### src/rtl/sysmem_pkg.sv
// Shared types and lane geometry for the system-memory bridge.
package sysmem_pkg;
    localparam int NUM_LANES = 4;
    localparam int LANE_W    = 8;
    localparam int BUS_W     = NUM_LANES * LANE_W;

    typedef enum logic [1:0] {
        IDLE = 2'd0,
        RD   = 2'd1,
        ACK  = 2'd2,
        LD   = 2'd3
    } state_t;
endpackage

### src/rtl/sysmem_if.sv
// PicoRV32 native memory bus: the CPU is master, the memory bridge is slave.
interface sysmem_if;
    import sysmem_pkg::*;

    logic                 mem_valid;
    logic [31:0]          mem_addr;
    logic [BUS_W-1:0]     mem_wdata;
    logic [NUM_LANES-1:0] mem_wstrb;
    logic                 mem_ready;
    logic [BUS_W-1:0]     mem_rdata;

    modport master (
        output mem_valid, mem_addr, mem_wdata, mem_wstrb,
        input  mem_ready, mem_rdata
    );

    modport slave (
        input  mem_valid, mem_addr, mem_wdata, mem_wstrb,
        output mem_ready, mem_rdata
    );
endinterface

### src/rtl/sysmem_loader.sv
// Boot-loader byte counter: ld_en edge detect, running byte index, wrap flag
// and the one-hot lane select for the byte currently being written.
module sysmem_loader
    import sysmem_pkg::*;
#(
    parameter int ADDR_W = 10
) (
    input  logic                 clka,
    input  logic                 rsta,
    input  logic                 ld_en,
    input  logic                 ld_acc,
    output logic [ADDR_W+1:0]    ld_count,
    output logic                 ld_wrap,
    output logic [ADDR_W+1:0]    ld_idx,
    output logic [NUM_LANES-1:0] ld_onehot
);
    localparam logic [ADDR_W+1:0] ONE = 1;

    logic ld_en_q;
    logic ld_rise;
    logic wrap_eff;

    // A byte arriving in the rising cycle already lands at index 0.
    assign ld_rise  = ld_en & ~ld_en_q;
    assign ld_idx   = ld_rise ? '0 : ld_count;
    assign wrap_eff = ld_rise ? 1'b0 : ld_wrap;

    always_comb begin
        ld_onehot = '0;
        ld_onehot[ld_idx[1:0]] = 1'b1;
    end

    always_ff @(posedge clka or posedge rsta) begin
        if (rsta) begin
            ld_en_q  <= 1'b0;
            ld_count <= '0;
            ld_wrap  <= 1'b0;
        end else begin
            ld_en_q <= ld_en;
            if (ld_acc) begin
                ld_count <= ld_idx + ONE;
                ld_wrap  <= wrap_eff | (&ld_idx);
            end else if (ld_rise) begin
                ld_count <= '0;
                ld_wrap  <= 1'b0;
            end
        end
    end
endmodule

### src/rtl/sysmem_ctrl.sv
// Bridge from the PicoRV32 memory bus to four byte-lane BRAMs, with a
// sequential byte-stream loader that owns the lanes while ld_en is high.
module sysmem_ctrl
    import sysmem_pkg::*;
#(
    parameter logic [31:0] BASE_ADDR = 32'h0000_0000,
    parameter int          ADDR_W    = 10
) (
    input  logic                                clka,
    input  logic                                rsta,
    sysmem_if.slave                             bus,
    input  logic                                ld_en,
    input  logic                                ld_valid,
    input  logic [LANE_W-1:0]                   ld_data,
    output logic                                ld_ready,
    output logic [ADDR_W+1:0]                   ld_count,
    output logic                                ld_wrap,
    output logic [ADDR_W-1:0]                   lane_addr,
    output logic [NUM_LANES-1:0]                lane_ce,
    output logic [NUM_LANES-1:0]                lane_we,
    output logic [NUM_LANES-1:0][LANE_W-1:0]    lane_di,
    input  logic [NUM_LANES-1:0][LANE_W-1:0]    lane_do
);
    state_t                 state;
    logic                   hit;
    logic                   idle;
    logic                   cpu_acc;
    logic                   ld_acc;
    logic                   is_wr;
    logic [ADDR_W+1:0]      ld_idx;
    logic [NUM_LANES-1:0]   ld_onehot;

    assign hit   = (bus.mem_addr[31:ADDR_W+2] == BASE_ADDR[31:ADDR_W+2]);
    assign idle  = (state == IDLE);
    assign is_wr = |bus.mem_wstrb;

    // Accepts are gated by reset so the lane strobes drop the moment rsta rises.
    assign ld_acc  = ~rsta & idle & ld_en & ld_valid;
    assign cpu_acc = ~rsta & idle & bus.mem_valid & hit & ~ld_en & ~bus.mem_ready;

    assign ld_ready  = ld_acc;
    assign lane_addr = ld_acc ? ld_idx[ADDR_W+1:2] : bus.mem_addr[ADDR_W+1:2];

    sysmem_loader #(.ADDR_W(ADDR_W)) u_loader (
        .clka      (clka),
        .rsta      (rsta),
        .ld_en     (ld_en),
        .ld_acc    (ld_acc),
        .ld_count  (ld_count),
        .ld_wrap   (ld_wrap),
        .ld_idx    (ld_idx),
        .ld_onehot (ld_onehot)
    );

    for (genvar i = 0; i < NUM_LANES; i++) begin : g_lane
        assign lane_ce[i] = cpu_acc ? (~is_wr | bus.mem_wstrb[i]) : (ld_acc & ld_onehot[i]);
        assign lane_we[i] = cpu_acc ? bus.mem_wstrb[i] : (ld_acc & ld_onehot[i]);
        assign lane_di[i] = ld_en ? ld_data : bus.mem_wdata[i*LANE_W +: LANE_W];
    end

    // Writes acknowledge straight away; reads wait one cycle for the NOREG doa.
    always_ff @(posedge clka or posedge rsta) begin
        if (rsta) begin
            state         <= IDLE;
            bus.mem_ready <= 1'b0;
            bus.mem_rdata <= '0;
        end else begin
            case (state)
                IDLE: begin
                    if (cpu_acc) begin
                        if (is_wr) begin
                            state         <= ACK;
                            bus.mem_ready <= 1'b1;
                        end else begin
                            state <= RD;
                        end
                    end
                end
                RD: begin
                    bus.mem_rdata <= lane_do;
                    bus.mem_ready <= 1'b1;
                    state         <= ACK;
                end
                ACK: begin
                    bus.mem_ready <= 1'b0;
                    state         <= IDLE;
                end
                default: begin
                    bus.mem_ready <= 1'b0;
                    state         <= IDLE;
                end
            endcase
        end
    end
endmodule

### src/flat_wrapper.sv
// flat-port wrapper written by rule: the top's interface ports become plain ports
module sysmem_ctrl_flat import sysmem_pkg::*;
#(
    parameter logic [31:0] BASE_ADDR = 32'h0000_0000,
    parameter int          ADDR_W    = 10
)
  (clka, rsta, ld_en, ld_valid, ld_data, ld_ready, ld_count, ld_wrap, lane_addr, lane_ce, lane_we, lane_di, lane_do, bus_mem_valid, bus_mem_addr, bus_mem_wdata, bus_mem_wstrb, bus_mem_ready, bus_mem_rdata);
  sysmem_if bus_i ();
  input  logic clka;
  input  logic rsta;
  input  logic ld_en;
  input  logic ld_valid;
  input  logic [LANE_W-1:0] ld_data;
  output logic ld_ready;
  output logic [ADDR_W+1:0] ld_count;
  output logic ld_wrap;
  output logic [ADDR_W-1:0] lane_addr;
  output logic [NUM_LANES-1:0] lane_ce;
  output logic [NUM_LANES-1:0] lane_we;
  output logic [NUM_LANES-1:0][LANE_W-1:0] lane_di;
  input  logic [NUM_LANES-1:0][LANE_W-1:0] lane_do;
  input wire logic [$bits(bus_i.mem_valid)-1:0] bus_mem_valid;
  input wire logic [$bits(bus_i.mem_addr)-1:0] bus_mem_addr;
  input wire logic [$bits(bus_i.mem_wdata)-1:0] bus_mem_wdata;
  input wire logic [$bits(bus_i.mem_wstrb)-1:0] bus_mem_wstrb;
  output wire logic [$bits(bus_i.mem_ready)-1:0] bus_mem_ready;
  output wire logic [$bits(bus_i.mem_rdata)-1:0] bus_mem_rdata;
  assign bus_i.mem_valid = bus_mem_valid;
  assign bus_i.mem_addr = bus_mem_addr;
  assign bus_i.mem_wdata = bus_mem_wdata;
  assign bus_i.mem_wstrb = bus_mem_wstrb;
  assign bus_mem_ready = bus_i.mem_ready;
  assign bus_mem_rdata = bus_i.mem_rdata;
  sysmem_ctrl #(.BASE_ADDR(BASE_ADDR), .ADDR_W(ADDR_W)) u_core (.clka(clka), .rsta(rsta), .bus(bus_i), .ld_en(ld_en), .ld_valid(ld_valid), .ld_data(ld_data), .ld_ready(ld_ready), .ld_count(ld_count), .ld_wrap(ld_wrap), .lane_addr(lane_addr), .lane_ce(lane_ce), .lane_we(lane_we), .lane_di(lane_di), .lane_do(lane_do));
endmodule
### config.mk
export PLATFORM = sky130hd
export DESIGN_NAME = sysmem_ctrl_flat
export DESIGN_NICKNAME = d
export VERILOG_FILES = /design/src/rtl/sysmem_pkg.sv /design/src/rtl/sysmem_if.sv /design/src/rtl/sysmem_loader.sv /design/src/rtl/sysmem_ctrl.sv /design/src/flat_wrapper.sv
export SDC_FILE = /design/constraint.sdc
export NUM_CORES = 1
export LEC_CHECK = 0
export BUFFER_PORTS_ARGS = -buffer_cell sky130_fd_sc_hd__buf_2
export CAP_MARGIN = 20
export CORE_MARGIN = 8
export CORE_UTILIZATION = 43
export DETAILED_ROUTE_END_ITERATION = 16
export PLACE_DENSITY = 0.95
export SLEW_MARGIN = 0
export SYNTH_ARGS = -nofsm -noshare
export SYNTH_HDL_FRONTEND = slang
export SYNTH_SLANG_ARGS = --single-unit
### constraint.sdc
create_clock -name clka -period 4.5 [get_ports clka]
set_clock_uncertainty 0.2 [all_clocks]
set_input_delay 0.225 -clock clka [delete_from_list [all_inputs] [get_ports clka]]
set_output_delay 0.225 -clock clka [all_outputs]
set_load 0.02 [all_outputs]
==> results.py, run 1 <==
metrics = {
    "die": {
        "core_area_sq_um": 6200,
        "fp.dieH_microns": 95.2,
        "ios": 210,
        "start_util": 0.435,
        "num_rows": 29,
        "die_x_microns": 95.2,
        "die_area_sq_um": 9070,
    },
    "critical_path": {
        "cp_max_fo": 47,
        "worst-r2r-setup-slack_ns": 2.15,
        "path_class": "input port to output pin",
        "rr_endpoint": "u_core.u_loader.ld_count[10]",
        "critPathCaptureType": "output pin",
        "max_stage_delay_ns": 0.53,
        "worstPathCellList": "buf_2, nand2b_2, nand2_1, inv_1, ha_1, and3_1, nand2_1, o21ai_0, buf_2",
        "arrival_ns": 2.28,
        "crit_slowest_cell": "buf_2",
        "reg2reg_from": "u_core.u_loader.ld_en_q",
        "crit_path_start_kind": "input port",
        "r2r.worst_path.cells": 8,
        "startpoint": "ld_en",
        "cp.required_ns": 4.07,
    },
    "pwr": {
        "pwr-share-seq": 0.473,
        "power_switching_uw": 292,
        "switching_share": 0.308,
        "comb_power_share": 0.232,
        "p_leak_nw": 2.49,
        "ir_worst_vdd_mv": 0.191,
        "intPower_uw": 654,
        "power_density_nw_per_um2": 224,
        "p_clk_frac": 0.295,
    },
    "timing": {
        "post-route-min-period_ns": 2.71,
        "max_freq_mhz": 369,
        "tns_ns": 0,
        "worst_pin_slew_ns": 1.01,
        "setup_viol": 0,
        "rsz0062_at_grt": "false",
        "hold_viol_final": 0,
        "post-route-period-util": 0.602,
        "relSlewSlack": 0.318,
        "timing.final.max_slew_violations": 0,
        "holdWs_ns": 0.121,
    },
    "global_route": {
        "antenna_found_initial": 0,
        "track_usage": 0.213,
        "first_global_vias": 3102,
        "grt_pass1_wl_microns": 15300,
        "grt_max_degree": 50,
        "grt_overflow_total": 0,
    },
    "hold_path": {
        "min_from": "bus_mem_wstrb[3]",
        "hold_depth": 3,
        "holdPathEnd": "u_core.state[1]",
        "hp-class": "input port to register",
    },
    "synthesis": {
        "ys_ff_latch": 49,
        "synth_fp_nets": 406,
        "synth_cells": 289,
        "synth.avg_cell_area_sq_um": 9.34,
        "netlist_area_sq_um": 2700,
        "ys_seq_area_frac": 0.454,
        "yosysUniqueCellTypes": 36,
        "ys_warn_count": 0,
    },
    "clocking": {
        "clk_latency_ns": 0.30,
        "cts_buffers": 5,
        "cts_max_level": 2,
        "cts.reportedPaths.clkPinSlew_ns": 0.10,
        "clock_path_buffers": 2,
        "cts.sinks": 49,
        "root_buffer": "clkbuf_8",
        "cts_tree": "done",
    },
    "detailed_routing": {
        "vias_per_cell": 5.01,
        "wirelength_microns": 10200,
        "postRouteAntennaNets": 0,
        "wl_per_cell_microns": 17.0,
        "drt-initial-drc-count": 91,
        "drc_errors": 0,
        "num_vias": 3019,
        "drtPass1Iterations": 4,
    },
    "final_layout": {
        "syn2layout_area_growth_pct": 56.4,
        "fillers": 471,
        "diodes": 0,
        "drive_above_1_share": 0.491,
        "nNetsFinal": 641,
        "stdcell_count": 602,
    },
    "place": {
        "io_buffers": 207,
        "dp.cells": 560,
        "dp_hpwl_microns": 7300,
        "routabilityCongestion": 0.818,
    },
    "job": {
        "max_cap_viol_count": 0,
    },
    "run_status": {
        "outcome": "finished clean",
    },
}
-- cells in the mapped netlist (all sizes together) --
cell type  count  share of area
nor4          10          0.025
inv           42          0.058
nand4          3          0.013
buf            6          0.013
a21oi          3         0.0056
dfrtp         49           0.45
clkbuf         8          0.011
o21ai         50          0.093
nor2           7         0.0097
o21a           1         0.0028
o31ai          4          0.013
or4            2         0.0056
nand3          5          0.013
xnor2          4          0.013
o21bai         2         0.0056
and3           2         0.0046
ha             4          0.019
mux2          32           0.13
nor3           3         0.0097
nor4b          1         0.0056
nand2         37          0.051
or3            2         0.0046
xor2           2         0.0065
and4           1         0.0032
mux2i          3          0.011
nor2b          1         0.0023
nand2b         3         0.0079
and2b          2         0.0056
-- final cells by class --
cell class                      instances  area [sq um]  share of cell area
Clock buffer                            5          68.8              0.0163
Clock inverter                          3          28.8             0.00681
Inverter                               42           158              0.0373
Multi-Input combinational cell        184          1250               0.296
Sequential cell                        49          1230               0.290
Tap cell                               77          96.3              0.0228
Timing Repair Buffer                  242          1390               0.330
-- kinds of logic (layout without fill, tap and decap cells) --
group                    count (synthesis)  in the layout  synth area share
AND/OR/NAND/NOR                         79             79             0.161
AO/OA/AOI/OAI                           60             60             0.120
buffers and inverters                   56            292            0.0825
flip-flops                              49             49             0.454
multiplexers                            35             35             0.145
XOR/XNOR                                 6              6            0.0195
adder cells (fa/ha/maj)                  4              4            0.0185
-- worst max-delay path by stage --
stage,end,cells past startpoint
6_report,lane_we[3],9
5_1_grt,lane_ce[0],8
4_1_cts,lane_we[3],9
3_5_place_dp,lane_we[3],9
3_3_place_gp,lane_ce[3],9
2_1_floorplan,u_core.u_loader.ld_count[10],9
-- per-layer routing --
metal  track usage  vias to the layer above  share of wire
li1              -                     1444              -
met1         0.218                     1420           0.34
met2         0.388                      125           0.54
met3        0.0764                       30          0.092
met4        0.0767                        0          0.033
met5             0                        -              0
-- stage by stage --
| step | area, sq um | worst slack, ns | utilization | power [mW] |
|---|---|---|---|---|
| CTS | 4190 | 1.84 | 0.676 | 0.947 |
| global route | 4220 | 1.60 | 0.681 | 0.987 |
| finish | 4220 | 1.79 | 0.681 | 0.946 |
| floorplan | 2700 | 2.26 | - | 0.555 |
| detailed placement | 3770 | 1.83 | 0.608 | 0.648 |
| global placement | 3770 | 1.94 | 0.608 | 0.641 |
-- registers in the layout (all words and copies together), names as in the netlist --
| signal | flops |
|---|---|
| u_core.bus.mem_rdata | 32 |
| u_core.u_loader.ld_count | 12 |
| u_core.state | 2 |
| u_core.bus.mem_ready | 1 |
| u_core.u_loader.ld_en_q | 1 |
| u_core.u_loader.ld_wrap | 1 |
-- critical path, delay by kind of cell --
family / cells / cell delay, ns
and+or+nand+nor: 4 / 0.94
buffers and inverters: 3 / 0.81
adders and majority gates: 1 / 0.21
AOI/OAI and AO/OA: 1 / 0.10
-- power by group through the flow --
| stage | Clock (mW) | Sequential [mW] | Combinational (mW) |
|---|---|---|---|
| final | 0.279 | 0.447 | 0.220 |
| after global routing | 0.301 | 0.447 | 0.239 |
| after detailed placement | 0 | 0.456 | 0.192 |
| after floorplan | 0 | 0.459 | 0.0957 |
| after CTS | 0.286 | 0.447 | 0.215 |
| after global placement | 0 | 0.455 | 0.186 |
-- placed cells by master, fill, tap and decap left out, types with 2 or more instances in the layout --
master / netlist / final
ha_1: 4 / 4
o21bai_1: 2 / 2
xor2_1: 2 / 2
mux2i_1: 3 / 3
and2b_1: 2 / 2
mux2_2: 32 / 32
o21ai_0: 50 / 50
a21oi_1: 3 / 3
dfrtp_1: 49 / 49
dlygate4sd3_1: 0 / 33
or4_1: 2 / 2
buf_2: 4 / 207
nand3_2: 2 / 2
nand2_1: 37 / 37
nor3_1: 2 / 2
nand4_1: 2 / 2
nand3_1: 3 / 3
or3_1: 2 / 2
o31ai_1: 3 / 3
clkbuf_8: 0 / 5
nor4_1: 9 / 9
inv_1: 42 / 41
nor2_1: 7 / 7
and3_1: 2 / 2
xnor2_1: 4 / 4
nand2b_1: 2 / 2
-- what timing repair did --
action	CTS	global route
endpoints found under the hold margin	32	15
hold buffers	32	1
gates resized for setup	0	0
setup buffers	0	0
(Power assumes the default switching activity.)
==> inputs of run 2 (changes only) <==
CORE_UTILIZATION = 40   (was 43)
PLACE_DENSITY = 0.92   (was 0.95)
clock period = 2.7 ns   (was 4.5 ns; I/O delays follow)
==> run 2 against run 1 <==
  * Final cell count is 1.3% higher
  * Sequential share of layout area down 0.33 points
  * Hold slack got worse by 0.0070 ns
  * Combinational power increased by 68%
  * Sequential cell count did not move
  * Register-to-register slack lost 1.5 ns
  * Critical path type unchanged
  * Largest cell class unchanged
==> results.py, run 2 (synthesis gave the netlist of run 1 again) <==
metrics = {
    "timing": {
        "timing.final.max_slew_violations": 0,
        "setup_viol": 0,
        "tns_ns": 0,
        "post-route-period-util": 0.958,
        "max_freq_mhz": 386,
        "worst_slack_ns": 0.112,
        "worst_pin_slew_ns": 0.601,
        "holdWs_ns": 0.114,
        "relSlewSlack": 0.595,
        "post-route-min-period_ns": 2.59,
        "rsz0062_at_grt": "false",
        "hold_viol_final": 0,
    },
    "clocking": {
        "post_cts_buffers": 0,
        "cts.reportedPaths.clkPinSlew_ns": 0.10,
        "cts_max_level": 2,
        "clk_latency_ns": 0.29,
        "cts.sinks": 49,
        "cts_tree": "done",
        "root_buffer": "clkbuf_8",
        "clock_path_buffers": 2,
        "cts_buffers": 5,
    },
    "final_layout": {
        "multi_input_area_sq_um": 1260,
        "final_common_cell": "buf_2",
        "reg_top3": "u_core.bus.mem_rdata x32, u_core.u_loader.ld_count x12, u_core.state x2",
        "fillers": 525,
        "largest_reg_flops": 32,
        "drive_above_1_share": 0.494,
        "regArea_sq_um": 1230,
        "stdcell_count": 610,
        "syn2layout_area_growth_pct": 58.2,
        "top_register": "u_core.bus.mem_rdata",
        "diodes": 0,
        "mostFrequentLayoutCells": "207 x buf_2, 50 x o21ai_0, 49 x dfrtp_1",
        "nNetsFinal": 646,
    },
    "die": {
        "core_area_sq_um": 6680,
        "die_x_microns": 98.2,
        "start_util": 0.404,
        "fp.dieH_microns": 98.2,
        "die_area_sq_um": 9640,
        "ios": 210,
        "num_rows": 30,
    },
    "place": {
        "io_buffers": 207,
        "place_ws_ns": 0.522,
        "routabilityCongestion": 0.877,
        "dp.cells": 567,
        "dp_hpwl_microns": 7670,
    },
    "global_route": {
        "antenna_found_initial": 0,
        "grt_pass1_wl_microns": 15500,
        "grt_overflow_total": 0,
        "first_global_vias": 3155,
        "grt_max_degree": 50,
        "track_usage": 0.197,
    },
    "job": {
        "max_cap_viol_count": 0,
    },
    "pwr": {
        "ir_worst_vdd_mv": 0.235,
        "p_leak_nw": 2.50,
        "power_density_nw_per_um2": 367,
    },
    "critical_path": {
        "worst-r2r-setup-slack_ns": 0.60,
        "r2r.worst_path.cells": 8,
        "cp.required_ns": 2.37,
        "crit_path_frequent_cell": "buf_2",
        "path_class": "input port to output pin",
        "critPathCaptureType": "output pin",
        "crit_slowest_cell": "dlygate4sd3_1",
        "crit_family": "buffers and inverters",
        "arrival_ns": 2.25,
        "crit_path_start_kind": "input port",
        "worstPathCellList": "dlygate4sd3_1, buf_2, nor4b_2, and4_1, nand4_1, o21ai_0, buf_2",
        "reg2reg_from": "u_core.u_loader.ld_en_q",
        "cp_max_fo": 11,
        "rr_endpoint": "u_core.u_loader.ld_count[8]",
        "path_buf_inv": 3,
        "max_stage_delay_ns": 0.53,
    },
    "detailed_routing": {
        "drt-initial-drc-count": 88,
        "num_vias": 2977,
        "drc_errors": 0,
        "wl_per_cell_microns": 16.4,
        "postRouteAntennaNets": 0,
        "drtPass1Iterations": 4,
        "vias_per_cell": 4.88,
        "wirelength_microns": 9980,
    },
    "hold_path": {
        "holdPathEnd": "u_core.u_loader.ld_count[5]",
        "hold_depth": 5,
        "hp-class": "input port to register",
        "min_from": "ld_valid",
    },
    "run_status": {
        "outcome": "finished clean",
    },
}
-- run 2: worst max-delay path by stage --
stage / start / to / cells after the start
3_5_place_dp: u_core.state[1] / lane_we[0] / 6
2_1_floorplan: u_core.u_loader.ld_en_q / u_core.u_loader.ld_count[10] / 9
5_1_grt: ld_en / lane_we[0] / 7
6_report: ld_en / lane_we[0] / 7
3_3_place_gp: u_core.state[1] / lane_we[2] / 6
4_1_cts: ld_en / lane_we[0] / 7
-- run 2: per-stage QoR --
stage,util,area [sq um],total power [mW]
finish,0.639,4270,1.57
global route,0.639,4270,1.64
CTS,0.635,4240,1.58
detailed placement,0.570,3810,1.08
global placement,0.570,3810,1.07
floorplan,-,2700,0.925
-- run 2: worst reg2reg max path, stage by stage, from the launching register on --
cell and delay, ns:
dfrtp_1 0.35, nand2b_2 0.13, nand2_1 0.12, inv_1 0.11
ha_1 0.14, and3_1 0.21, nand3_2 0.17, or4_1 0.44
a21oi_1 0.17
-- run 2: final cells by class --
class / count / share of cell area
repair buffers: 247 / 0.336
well taps: 80 / 0.0234
clock buffers: 5 / 0.0161
multi-input cells: 184 / 0.295
clock inverters: 3 / 0.00615
inverters: 42 / 0.0369
flip-flops and latches: 49 / 0.287
-- run 2: power breakdown --
part | total (mW) | switching [mW] | internal, mW
clock | 0.455 | 0.266 | 0.189
combinational | 0.370 | 0.209 | 0.162
sequential | 0.744 | 0.00485 | 0.739
-- run 2: repair_timing --
action | 4_1_cts | 5_1_grt
setup endpoints to repair | 0 | 6
hold buffers | 34 | 0
gates resized for setup | 0 | 1
endpoints found under the hold margin | 82 | 0
-- run 2: layer usage --
layer | share of wire | GRT usage | up-vias
li1 | - | - | 1452
met1 | 0.37 | 0.196 | 1400
met2 | 0.56 | 0.386 | 107
met3 | 0.054 | 0.0498 | 18
met4 | 0.024 | 0.0661 | 0
met5 | 0 | 0 | -
==> inputs of run 3 (changes only) <==
CORE_MARGIN = 10   (was 8)
==> run 3 against run 2 <==
  * Non-clock buffer count up 2
  * Combinational power up 1%
  * Total power up 1.1%
  * Die area up 8.3%
  * Clock power up 3%
  * Core utilization up 2.5 points
  * Final cell count unchanged
  * Critical endpoint is now lane_ce[3]
  * Largest cell class unchanged
==> results.py, run 3 (synthesis gave the netlist of run 1 again) <==
metrics = {
    "final_layout": {
        "final_common_cell": "buf_2",
        "mostFrequentLayoutCells": "207 x buf_2, 49 x o21ai_0, 49 x dfrtp_1",
        "post-route-util": 0.664,
        "syn2layout_area_growth_pct": 58.9,
        "nNetsFinal": 648,
        "largest_reg_flops": 32,
        "fillers": 497,
        "drive_above_1_share": 0.496,
        "top_register": "u_core.bus.mem_rdata",
        "stdcell_count": 610,
        "reg_top3": "u_core.bus.mem_rdata x32, u_core.u_loader.ld_count x12, u_core.state x2",
    },
    "clocking": {
        "cts.sinks": 49,
        "cts_buffers": 5,
        "cts_tree": "done",
        "cts_max_level": 2,
        "cts.reportedPaths.clkPinSlew_ns": 0.10,
        "clk_latency_ns": 0.30,
        "root_buffer": "clkbuf_8",
        "clock_path_buffers": 2,
    },
    "pwr": {
        "p_leak_nw": 2.52,
        "ir_worst_vdd_mv": 0.188,
        "power_density_nw_per_um2": 370,
    },
    "timing": {
        "post-route-min-period_ns": 2.41,
        "post-route-period-util": 0.894,
        "tns_ns": 0,
        "worst_slack_ns": 0.287,
        "worst_pin_slew_ns": 0.427,
        "timing.final.max_slew_violations": 0,
        "rsz0062_at_grt": "false",
        "max_freq_mhz": 414,
        "holdWs_ns": 0.0934,
        "relSlewSlack": 0.715,
        "hold_viol_final": 0,
        "setup_viol": 0,
    },
    "detailed_routing": {
        "wirelength_microns": 11300,
        "wl_per_cell_microns": 18.6,
        "drtPass1Iterations": 4,
        "postRouteAntennaNets": 0,
        "drt-initial-drc-count": 136,
        "vias_per_cell": 5.06,
        "num_vias": 3085,
        "drc_errors": 0,
    },
    "critical_path": {
        "path_buf_inv": 4,
        "crit_slowest_cell": "dlygate4sd3_1",
        "worstPathCellList": "dlygate4sd3_1, buf_2, nand2b_2, nand2_1, inv_1, ha_1, and3_1, nand2_1, o21ai_0, buf_2",
        "critPathCaptureType": "output pin",
        "arrival_ns": 2.08,
        "worst-r2r-setup-slack_ns": 0.56,
        "max_stage_delay_ns": 0.53,
        "crit_family": "buffers and inverters",
        "cp_max_fo": 8,
        "path_class": "input port to output pin",
        "crit_path_start_kind": "input port",
        "cp.required_ns": 2.37,
    },
    "die": {
        "fp.dieH_microns": 102,
        "start_util": 0.418,
        "ios": 210,
        "core_area_sq_um": 6460,
        "num_rows": 29,
        "die_area_sq_um": 10400,
        "die_x_microns": 102,
    },
    "place": {
        "dp.cells": 564,
        "dp_hpwl_microns": 8420,
        "place_ws_ns": 0.491,
        "routabilityCongestion": 0.942,
        "io_buffers": 207,
    },
    "global_route": {
        "grt_max_degree": 50,
        "grt_overflow_total": 0,
        "first_global_vias": 3429,
        "track_usage": 0.212,
        "grt_pass1_wl_microns": 17100,
        "antenna_found_initial": 1,
    },
    "hold_path": {
        "hp-class": "input port to register",
    },
    "job": {
        "max_cap_viol_count": 0,
    },
    "run_status": {
        "outcome": "finished clean",
    },
}
run 3: changes by cell type in the layout (fill, tap and decap cells not counted), sizes merged:
cell	change
diode	+1
clkbuf	+1
clkinvlp	-1
buf	+2
run 3: worst reg2reg max path, stage by stage (launching register included):
cell,delay [ns]
dfrtp_1,0.35
nand2b_2,0.14
nand2_1,0.13
inv_1,0.11
ha_1,0.15
and3_1,0.21
nand3_2,0.17
or4_1,0.45
a21oi_1,0.15
run 3: worst paths after layout:
check                      depth (start not counted)               startpoint                           to
setup / recovery                                  10                    ld_en                   lane_ce[3]
hold / removal                                     4         bus_mem_wstrb[0]              u_core.state[1]
setup reg to reg                                   8  u_core.u_loader.ld_en_q  u_core.u_loader.ld_count[8]
hold reg to reg                                    1  u_core.u_loader.ld_wrap      u_core.u_loader.ld_wrap
max in group asynchronous                          4                     rsta     u_core.bus.mem_rdata[27]
min in group asynchronous                          3                     rsta         u_core.bus.mem_ready
run 3: layout make-up:
type	instances	area (sq um)	area share
multi-input cells	184	1260	0.293
flip-flops and latches	49	1230	0.286
clock inverters	2	16.3	0.00379
inverters	42	158	0.0368
well taps	77	96.3	0.0225
diodes	1	2.50	0.000583
repair buffers	249	1450	0.338
clock buffers	6	82.6	0.0193
run 3: routing by layer:
metal | global-route usage | wire length (microns)
met1 | 0.200 | 3730
met2 | 0.404 | 6210
met3 | 0.0823 | 1100
met4 | 0.0770 | 300
met5 | 0 | 0
run 3: through the flow:
stage	instance area (sq um)	total power, mW
after floorplan	2700	0.925
after global placement	3800	1.08
after detailed placement	3800	1.09
after CTS	4240	1.59
after global routing	4290	1.67
final	4290	1.59
run 3: power breakdown:
part           internal [mW]  switching [mW]  total, mW
combinational          0.162           0.212      0.374
sequential             0.739         0.00571      0.745
clock                  0.211           0.256      0.467
run 3: timing repair:
item,4_1_cts,5_1_grt
setup buffers,0,2
hold buffers,34,0
gates resized for setup,0,2
setup endpoints to repair,0,8
hold endpoints to repair,82,0
